<file path="src/rtl/alu_ctrl.sv">
// -----------------------------------------------------------------------------
// alu_ctrl
//
// Multi-cycle controller that sequences a small register file against an
// external ALU. One instruction is accepted at a time from a valid/ready
// handshake. It then runs through a short fixed state sequence:
//   ALU ops (ADD/SUB/AND/OR/XOR/NOT) : IDLE -> ISSUE -> WB -> IDLE
//   LDI / NOP                         : IDLE -> LOAD -> IDLE
//   illegal opcodes (8..15)           : IDLE -> FAULT -> IDLE
//
// Ports
//   CLK, RST                 clock; synchronous active-high reset
//   INSTR_VALID/INSTR_READY  instruction handshake (READY only in IDLE)
//   INSTR_OP/RD/RS/RT/IMM    instruction fields, latched at acceptance
//   ALU_EN, ALU_OE           ALU strobe (ISSUE only), output enable (always 1)
//   ALU_OPCODE, ALU_A/B      operands presented to the ALU
//   ALU_RESULT, ALU_CF/OF/SF/ZF  result and flags returned from the ALU
//   DONE, ERR                one-cycle completion / illegal-opcode pulses
//   WB_ADDR, WB_DATA         writeback address/data, valid while DONE=1
//   FLAGS                    architectural flags {CF,OF,SF,ZF}
//   DBG_ADDR, DBG_DATA       combinational register-file read port
// -----------------------------------------------------------------------------
module alu_ctrl #(
    parameter int WIDTH = 8,
    parameter int NREG  = 4,
    localparam int AW   = $clog2(NREG)
) (
    input  logic             CLK,
    input  logic             RST,
    input  logic             INSTR_VALID,
    output logic             INSTR_READY,
    input  logic [3:0]       INSTR_OP,
    input  logic [AW-1:0]    INSTR_RD,
    input  logic [AW-1:0]    INSTR_RS,
    input  logic [AW-1:0]    INSTR_RT,
    input  logic [WIDTH-1:0] INSTR_IMM,
    output logic             ALU_EN,
    output logic             ALU_OE,
    output logic [3:0]       ALU_OPCODE,
    output logic [WIDTH-1:0] ALU_A,
    output logic [WIDTH-1:0] ALU_B,
    input  logic [WIDTH-1:0] ALU_RESULT,
    input  logic             ALU_CF,
    input  logic             ALU_OF,
    input  logic             ALU_SF,
    input  logic             ALU_ZF,
    output logic             DONE,
    output logic             ERR,
    output logic [AW-1:0]    WB_ADDR,
    output logic [WIDTH-1:0] WB_DATA,
    output logic [3:0]       FLAGS,
    input  logic [AW-1:0]    DBG_ADDR,
    output logic [WIDTH-1:0] DBG_DATA
);

    localparam logic [3:0] OP_NOP = 4'd0;
    localparam logic [3:0] OP_LDI = 4'd1;
    localparam logic [3:0] OP_ADD = 4'd2;
    localparam logic [3:0] OP_SUB = 4'd3;
    localparam logic [3:0] OP_AND = 4'd4;
    localparam logic [3:0] OP_OR  = 4'd5;
    localparam logic [3:0] OP_XOR = 4'd6;
    localparam logic [3:0] OP_NOT = 4'd7;

    typedef enum logic [2:0] {
        ST_IDLE  = 3'd0,
        ST_ISSUE = 3'd1,
        ST_WB    = 3'd2,
        ST_LOAD  = 3'd3,
        ST_FAULT = 3'd4
    } state_t;

    state_t           state_r;

    // Instruction fields captured at acceptance
    logic [3:0]       op_r;
    logic [AW-1:0]    rd_r;
    logic [WIDTH-1:0] imm_r;

    logic [WIDTH-1:0] regs_r [NREG];
    logic [3:0]       flags_r;

    logic             done_r;
    logic             err_r;
    logic             alu_en_r;
    logic [3:0]       alu_opcode_r;
    logic [WIDTH-1:0] alu_a_r;
    logic [WIDTH-1:0] alu_b_r;
    logic [AW-1:0]    wb_addr_r;
    logic [WIDTH-1:0] wb_data_r;

    logic             ready_s;
    logic             wb_state_s;
    logic [WIDTH-1:0] wb_data_s;

    // Controller FSM, register file, flags and all registered outputs.
    // Output registers are loaded on the edge that enters a state, so each
    // pulse lines up exactly with the state it decodes.
    always_ff @(posedge CLK) begin
        if (RST) begin
            state_r      <= ST_IDLE;
            op_r         <= 4'd0;
            rd_r         <= {AW{1'b0}};
            imm_r        <= {WIDTH{1'b0}};
            flags_r      <= 4'd0;
            done_r       <= 1'b0;
            err_r        <= 1'b0;
            alu_en_r     <= 1'b0;
            alu_opcode_r <= 4'd0;
            alu_a_r      <= {WIDTH{1'b0}};
            alu_b_r      <= {WIDTH{1'b0}};
            wb_addr_r    <= {AW{1'b0}};
            wb_data_r    <= {WIDTH{1'b0}};
            for (int i = 0; i < NREG; i++) begin
                regs_r[i] <= {WIDTH{1'b0}};
            end
        end else begin
            // Pulsed outputs fall back to idle values unless a transition sets them
            done_r    <= 1'b0;
            err_r     <= 1'b0;
            alu_en_r  <= 1'b0;
            wb_addr_r <= {AW{1'b0}};
            wb_data_r <= {WIDTH{1'b0}};

            case (state_r)
                ST_IDLE: begin
                    // READY is implied here: state is IDLE and RST is low
                    if (INSTR_VALID) begin
                        op_r  <= INSTR_OP;
                        rd_r  <= INSTR_RD;
                        imm_r <= INSTR_IMM;
                        case (INSTR_OP)
                            OP_NOP: begin
                                state_r <= ST_LOAD;
                                done_r  <= 1'b1;
                            end
                            OP_LDI: begin
                                state_r   <= ST_LOAD;
                                done_r    <= 1'b1;
                                wb_addr_r <= INSTR_RD;
                                wb_data_r <= INSTR_IMM;
                            end
                            OP_ADD, OP_SUB, OP_AND, OP_OR, OP_XOR, OP_NOT: begin
                                // Operands are read here, before any writeback of
                                // this instruction, so rd aliasing rs/rt sees old data
                                state_r      <= ST_ISSUE;
                                alu_en_r     <= 1'b1;
                                alu_opcode_r <= INSTR_OP;
                                alu_a_r      <= regs_r[INSTR_RS];
                                alu_b_r      <= regs_r[INSTR_RT];
                            end
                            default: begin
                                state_r <= ST_FAULT;
                                err_r   <= 1'b1;
                            end
                        endcase
                    end else begin
                        state_r <= ST_IDLE;
                    end
                end
                ST_ISSUE: begin
                    // ALU operands stay held so the result is stable through WB
                    state_r   <= ST_WB;
                    done_r    <= 1'b1;
                    wb_addr_r <= rd_r;
                end
                ST_WB: begin
                    state_r      <= ST_IDLE;
                    regs_r[rd_r] <= ALU_RESULT;
                    if ((op_r == OP_ADD) || (op_r == OP_SUB)) begin
                        flags_r <= {ALU_CF, ALU_OF, ALU_SF, ALU_ZF};
                    end else begin
                        // Logic ops leave carry and overflow untouched
                        flags_r <= {flags_r[3:2], ALU_SF, ALU_ZF};
                    end
                end
                ST_LOAD: begin
                    state_r <= ST_IDLE;
                    if (op_r == OP_LDI) begin
                        regs_r[rd_r] <= imm_r;
                    end
                end
                ST_FAULT: begin
                    state_r <= ST_IDLE;
                end
                default: begin
                    state_r <= ST_IDLE;
                end
            endcase
        end
    end

    // Handshake and writeback data decode; WB_DATA follows the ALU live in WB
    always_comb begin
        ready_s    = 1'b0;
        wb_state_s = 1'b0;
        wb_data_s  = wb_data_r;
        if ((state_r == ST_IDLE) && !RST) begin
            ready_s = 1'b1;
        end else begin
            ready_s = 1'b0;
        end
        if (state_r == ST_WB) begin
            wb_state_s = 1'b1;
            wb_data_s  = ALU_RESULT;
        end else begin
            wb_state_s = 1'b0;
            wb_data_s  = wb_data_r;
        end
    end

    assign INSTR_READY = ready_s;
    assign ALU_EN      = alu_en_r;
    assign ALU_OE      = 1'b1;
    assign ALU_OPCODE  = alu_opcode_r;
    assign ALU_A       = alu_a_r;
    assign ALU_B       = alu_b_r;
    assign DONE        = done_r;
    assign ERR         = err_r;
    assign WB_ADDR     = wb_addr_r;
    assign WB_DATA     = wb_data_s;
    assign FLAGS       = flags_r;
    assign DBG_DATA    = regs_r[DBG_ADDR];

endmodule

</file>
<file path="config.mk">
export PLATFORM = sky130hd
export DESIGN_NAME = alu_ctrl
export DESIGN_NICKNAME = d
export VERILOG_FILES = /design/src/rtl/alu_ctrl.sv
export SDC_FILE = /design/constraint.sdc
export NUM_CORES = 1
export LEC_CHECK = 0
export BUFFER_PORTS_ARGS = -buffer_cell sky130_fd_sc_hd__buf_2
export CORE_MARGIN = 5
export CORE_UTILIZATION = 51
export DETAILED_ROUTE_END_ITERATION = 8
export PLACE_DENSITY = 0.82
export SETUP_SLACK_MARGIN = 0.4
export SLEW_MARGIN = 0
export SYNTH_ARGS = -nofsm -noshare
export SYNTH_HDL_FRONTEND = slang
export SYNTH_SLANG_ARGS = --single-unit
</file>
<file path="constraint.sdc">
create_clock -name CLK -period 4.9 [get_ports CLK]
set_clock_uncertainty 0.2 [all_clocks]
set_input_delay 0.245 -clock CLK [delete_from_list [all_inputs] [get_ports CLK]]
set_output_delay 0.245 -clock CLK [all_outputs]
set_load 0.01 [all_outputs]
</file>
[Yosys cells after proc, flatten, opt, wreduce, memory -nomap -nowiden]
Memory sizes are Yosys's and may differ from the RTL's. A register that Yosys moved wholly into a read port is not among the register bits.
Index checks and enable logic that the tools add are counted.
Cells by class
  add/subtract/negate cells: 0
  $mul: 0
  div/mod/pow operators: 0
  $lt $le $gt $ge: 0
  equality and inequality tests: 13
  shift operators: 0
  multiplexer cells: 26
  bitwise operators: 4
  reduce and logical (&&, ||, !) cells: 14
Operators with widths (count)
  8-bit two-way mux: 3
  4-bit by 2-bit equality test with 1-bit output, second input constant: 4
  4-bit by 3-bit equality test with 1-bit output, second input constant: 4
  8-bit OR reduction: 2
  1-bit two-way mux: 15
  3-bit one-hot mux with 2 select lines: 2
  4-bit by 1-bit equality test with 1-bit output, second input constant: 2
  3-bit by 2-bit equality test with 1-bit output, second input constant: 2
  2-bit two-way mux: 3
  6-bit OR reduction: 1
  4-bit logical NOT: 1
  2-bit one-hot mux with 2 select lines: 1
  2-bit AND reduction: 2
  4-bit OR reduction: 1
  3-bit by 1-bit equality test with 1-bit output, second input constant: 1
  3-bit logical NOT: 1
  3-bit two-way mux: 1
  1-bit NOT: 3
  3-bit AND reduction: 1
  3-bit OR reduction: 1
  1-bit one-hot mux with 2 select lines: 1
  2-bit OR reduction: 1
  1-bit logical AND: 1
  1-bit logical NOT: 1
  2 further kinds: 2
Word-level totals
  register bits: 38
  latch bits: 0
  memory bits (writable): 32
  ROM bits: 0
  bits of input ports: 35
  logic and storage cells: 70
  memories kept: 1
Memories
  regs_r: depth 4, width 8, read ports 3, clocked after Yosys merged registers in 2, wr ports 4, line 80  | logic [WIDTH-1:0] regs_r [NREG];

[Longest topological paths before layout]
  depth after elaboration: 8
  mapped depth: 6
  mapped depth without buffers: 3

[Least setup slack after synthesis]
Ideal clock, no wire load.
  path kind: reg-to-reg
  start: register op_r[1]
  end: memory regs_r[3][0], enable pin
  setup time: 387 ps
  arrival time: 1728 ps
  slack: 2585 ps
  cell stages (with the launch flop): 5
  path buffers: 1
  period minus slack after synthesis: 2315 ps
  cells stage by stage: dfxtp_1 -> nor4b_2 -> buf_2 -> a21oi_1 -> o31ai_1
RTL lines
  start: declaration: line 76  | logic [3:0] op_r;
  start signal: assignment: line 102  | op_r <= 4'd0;
  start signal: assignment: line 129  | op_r <= INSTR_OP;
  end: declaration: line 80

==> flow_metrics.env <==
export IMPL_outcome="finished, final reports clean"
export IMPL_vias_per_cell=5.853
export IMPL_p_leak_nw=1.921
export IMPL_grt_ovfl_total=0
export IMPL_ir_drop_mv=0.2056
export IMPL_nFillCells=620
export IMPL_antenna_cells=0
export IMPL_vias=3155
export IMPL_cts_max_path_buffers=2
export IMPL_syn_nets=382
export IMPL_ioPinCount=82
export IMPL_worst_slack_ns=1.600
export IMPL_ant_nets=0
export IMPL_p_per_area_nw_per_um2=301.1
export IMPL_seq_power_share_pct=55.8
export IMPL_power_internal_w=0.001036
export IMPL_yosysWarnings=0
export IMPL_fmax_mhz=303.1
export IMPL_firstDrtPassIters=5
export IMPL_switching_power_w=0.0003773
export IMPL_gp_congestion=0.8422
export IMPL_final_nets=467
export IMPL_setup_tns_ns=0
export IMPL_clk_pin_slew_worst_paths_ns=0.10
export IMPL_synth_top_family_by_area="simple AND/OR/NAND/NOR gates"
export IMPL_synthXorXnorAreaFrac_pct=0
export IMPL_num_rows=32
export IMPL_async_reset_ff_share_pct=0
export IMPL_root_buffer="clkbuf_8"
export IMPL_synth_fa_ha_area_share_pct=0
export IMPL_ys_seq_elements=86
export IMPL_grt_pass1_vias=3068
export IMPL_crit_slowest_cell="nor4bb_1"
export IMPL_die_y_um=97.88
export IMPL_hp_class="primary input to register"
export IMPL_yosysSeqAreaShare_pct=51.84
export IMPL_initial_core_util_pct=51.78
export IMPL_fin_util_pct=61.71
export IMPL_yosys_area_top_type="dfxtp_1"
export IMPL_postSynthCellCount=347
export IMPL_place_hpwl_um=6809
export IMPL_worst_slew_pin_slew_ns=1.214
export IMPL_muxShareOfSynthArea_pct=13.72
export IMPL_grt_first_pass_wirelength_um=15200
export IMPL_cp_required_ns=4.67
export IMPL_post_route_period_util_pct=67.34
export IMPL_crit_fanout=11
export IMPL_syn_to_final_growth_pct=19.19
export IMPL_swShare_pct=26.69
export IMPL_die_x_um=97.88
export IMPL_startpoint_type="register"
export IMPL_rsz0062_at_grt="no"
export IMPL_grt_usage_pct=19.64
export IMPL_period_needed_ns=3.300
export IMPL_end_kind="register"
export IMPL_numCtsBuffers=9
export IMPL_worstPathCellList="nor4bb_1 > a21oi_1 > o31ai_1"
export IMPL_max_cap_viol_count=0
export IMPL_drc=0
export IMPL_grt_max_degree=30
export IMPL_critPathTopFamily="compound AO/OA/AOI/OAI gates"
export IMPL_pwr_share_clk_pct=32.2
export IMPL_clock_latency_ns=0.35
export IMPL_synth_edf_count=32
export IMPL_final_hold_viol_count=0
export IMPL_cts_sinks=86
export IMPL_path_class="register to register"
export IMPL_worst_path_buf_inv=0
export IMPL_critPathMaxStageDelay_ns=1.07
export IMPL_avgRoutedWirePerCell_um=17.14
export IMPL_synth_cell_types=47
export IMPL_synth_top_area_share_pct=27.45
export IMPL_p_total_w=0.001414
export IMPL_synthesis_area_um2=3939
export IMPL_core_um2=7607
export IMPL_routed_wl_um=9237
export IMPL_arrival_ns=3.07
export IMPL_drv_slew=0
export IMPL_pwr_share_comb_pct=12.0
export IMPL_dr_first_iter_drc_count=218
export IMPL_cts_tree="yes"
export IMPL_relSlewSlack_pct=17.97
export IMPL_die_area_um2=9580
export IMPL_ctsResizeCount=0
export IMPL_yosys_area_share_simple_pct=16.39
export IMPL_cts_htree_levels=3
export IMPL_avgSynthCellArea_um2=11.35
export IMPL_synth_ff_type="dfxtp_1"
export IMPL_final_layout_size_suffix_gt1_share_pct=30.66
export IMPL_synth_compound_gate_area_share_pct=13.63
export IMPL_dp_slack_ns=1.637
export IMPL_antenna_found_initial=0
export IMPL_ys_top_cells_by_area="dfxtp_1, edfxtp_1, mux4_2"
export IMPL_port_buffers=80
export IMPL_setup_viol=0
sequential cells by signal (all words and copies together), names as in the netlist:
name / flops
op_r: 4
regs_r: 32
WB_ADDR: 2
wb_data_r: 8
state_r: 3
ALU_OPCODE: 4
ERR: 1
DONE: 1
ALU_B: 8
imm_r: 8
ALU_EN: 1
rd_r: 2
ALU_A: 8
FLAGS: 4
worst paths after layout:
check	end	slack (ns)	cells past startpoint	startpoint
setup / recovery	regs_r[3][0]	1.60	3	state_r[0]
hold / removal	regs_r[3][3]	0.03	3	ALU_RESULT[3]
setup reg to reg	regs_r[3][0]	1.60	3	state_r[0]
hold reg to reg	imm_r[4]	0.26	2	imm_r[4]
synth_stat cells (all sizes together) (4+ instances only):
cell,instances
clkbuf,8
and2,9
o21ai,11
inv,4
buf,19
edfxtp,32
dfxtp,54
nand3,17
and3,4
mux4,24
a21oi,46
nand2,67
a22o,16
logic make-up (layout without fill, tap and decap cells):
logic type	count (synthesis)	after routing
muxes	24	24
AOI/OAI and AO/OA	84	84
and+or+nand+nor	121	121
other	1	1
buffers and inverters	31	121
DFF	86	86
layout make-up:
class	count	area, um^2	share of cell area [%]
clock buffer	9	123.9	2.639
tap	102	127.6	2.719
inverter	4	15.01	0.3198
sequential	86	2042	43.50
timing repair buffer	101	605.6	12.90
multi-input combinational	230	1727	36.78
clock inverter	7	53.80	1.146
per-stage QoR:
step | hold slack (ns) | area, um^2 | instances
finish | 0.02664 | 4695 | 539
global route | 0.03771 | 4695 | 539
CTS | 0.01031 | 4695 | 539
detailed placement | 0.2412 | 4327 | 504
global placement | 0.2376 | 4327 | 504
floorplan | 0.1147 | 3939 | 347
layout by cell type, fill, tap and decap left out, types with 2 or more instances in the layout:
cell type	n
a22o_1	16
a21oi_1	45
and2_1	9
and3_1	4
a32oi_1	2
o21a_1	2
inv_1	4
dlygate4sd3_1	19
nor3_2	2
edfxtp_1	32
mux4_2	24
dfxtp_1	54
or3b_2	2
buf_2	80
nand4_1	2
o21ai_0	3
inv_6	4
nor2b_1	2
nand3_1	17
clkinvlp_4	2
nor3b_1	3
buf_4	2
clkbuf_8	9
nand2_1	67
o2111ai_2	2
o21ai_1	8
layer usage:
metal  track usage [%]  wire length [um]
met1             24.70              3768
met2             33.25              4613
met3             5.286               754
met4             5.857               101
met5                 0                 0
power groups by stage:
stage / clock network, W / registers (W) / logic, W
after floorplan: 0 / 0.000800 / 0.000111
after global placement: 0 / 0.000801 / 0.000153
after detailed placement: 0 / 0.000805 / 0.000158
after CTS: 0.000464 / 0.000788 / 0.000170
after global routing: 0.000498 / 0.000792 / 0.000186
final: 0.000455 / 0.000789 / 0.000170
worst min-delay path: cells and delay by family:
kind,cells,cell delay [ns]
buf+inv,1,0.11
simple gates,2,0.13
timing repair:
| action | in CTS | in global routing |
|---|---|---|
| hold buffers | 19 | 0 |
| hold endpoints to repair | 29 | 0 |
| buffers inserted | 0 | 0 |
Power figures use the tool's default switching activity.
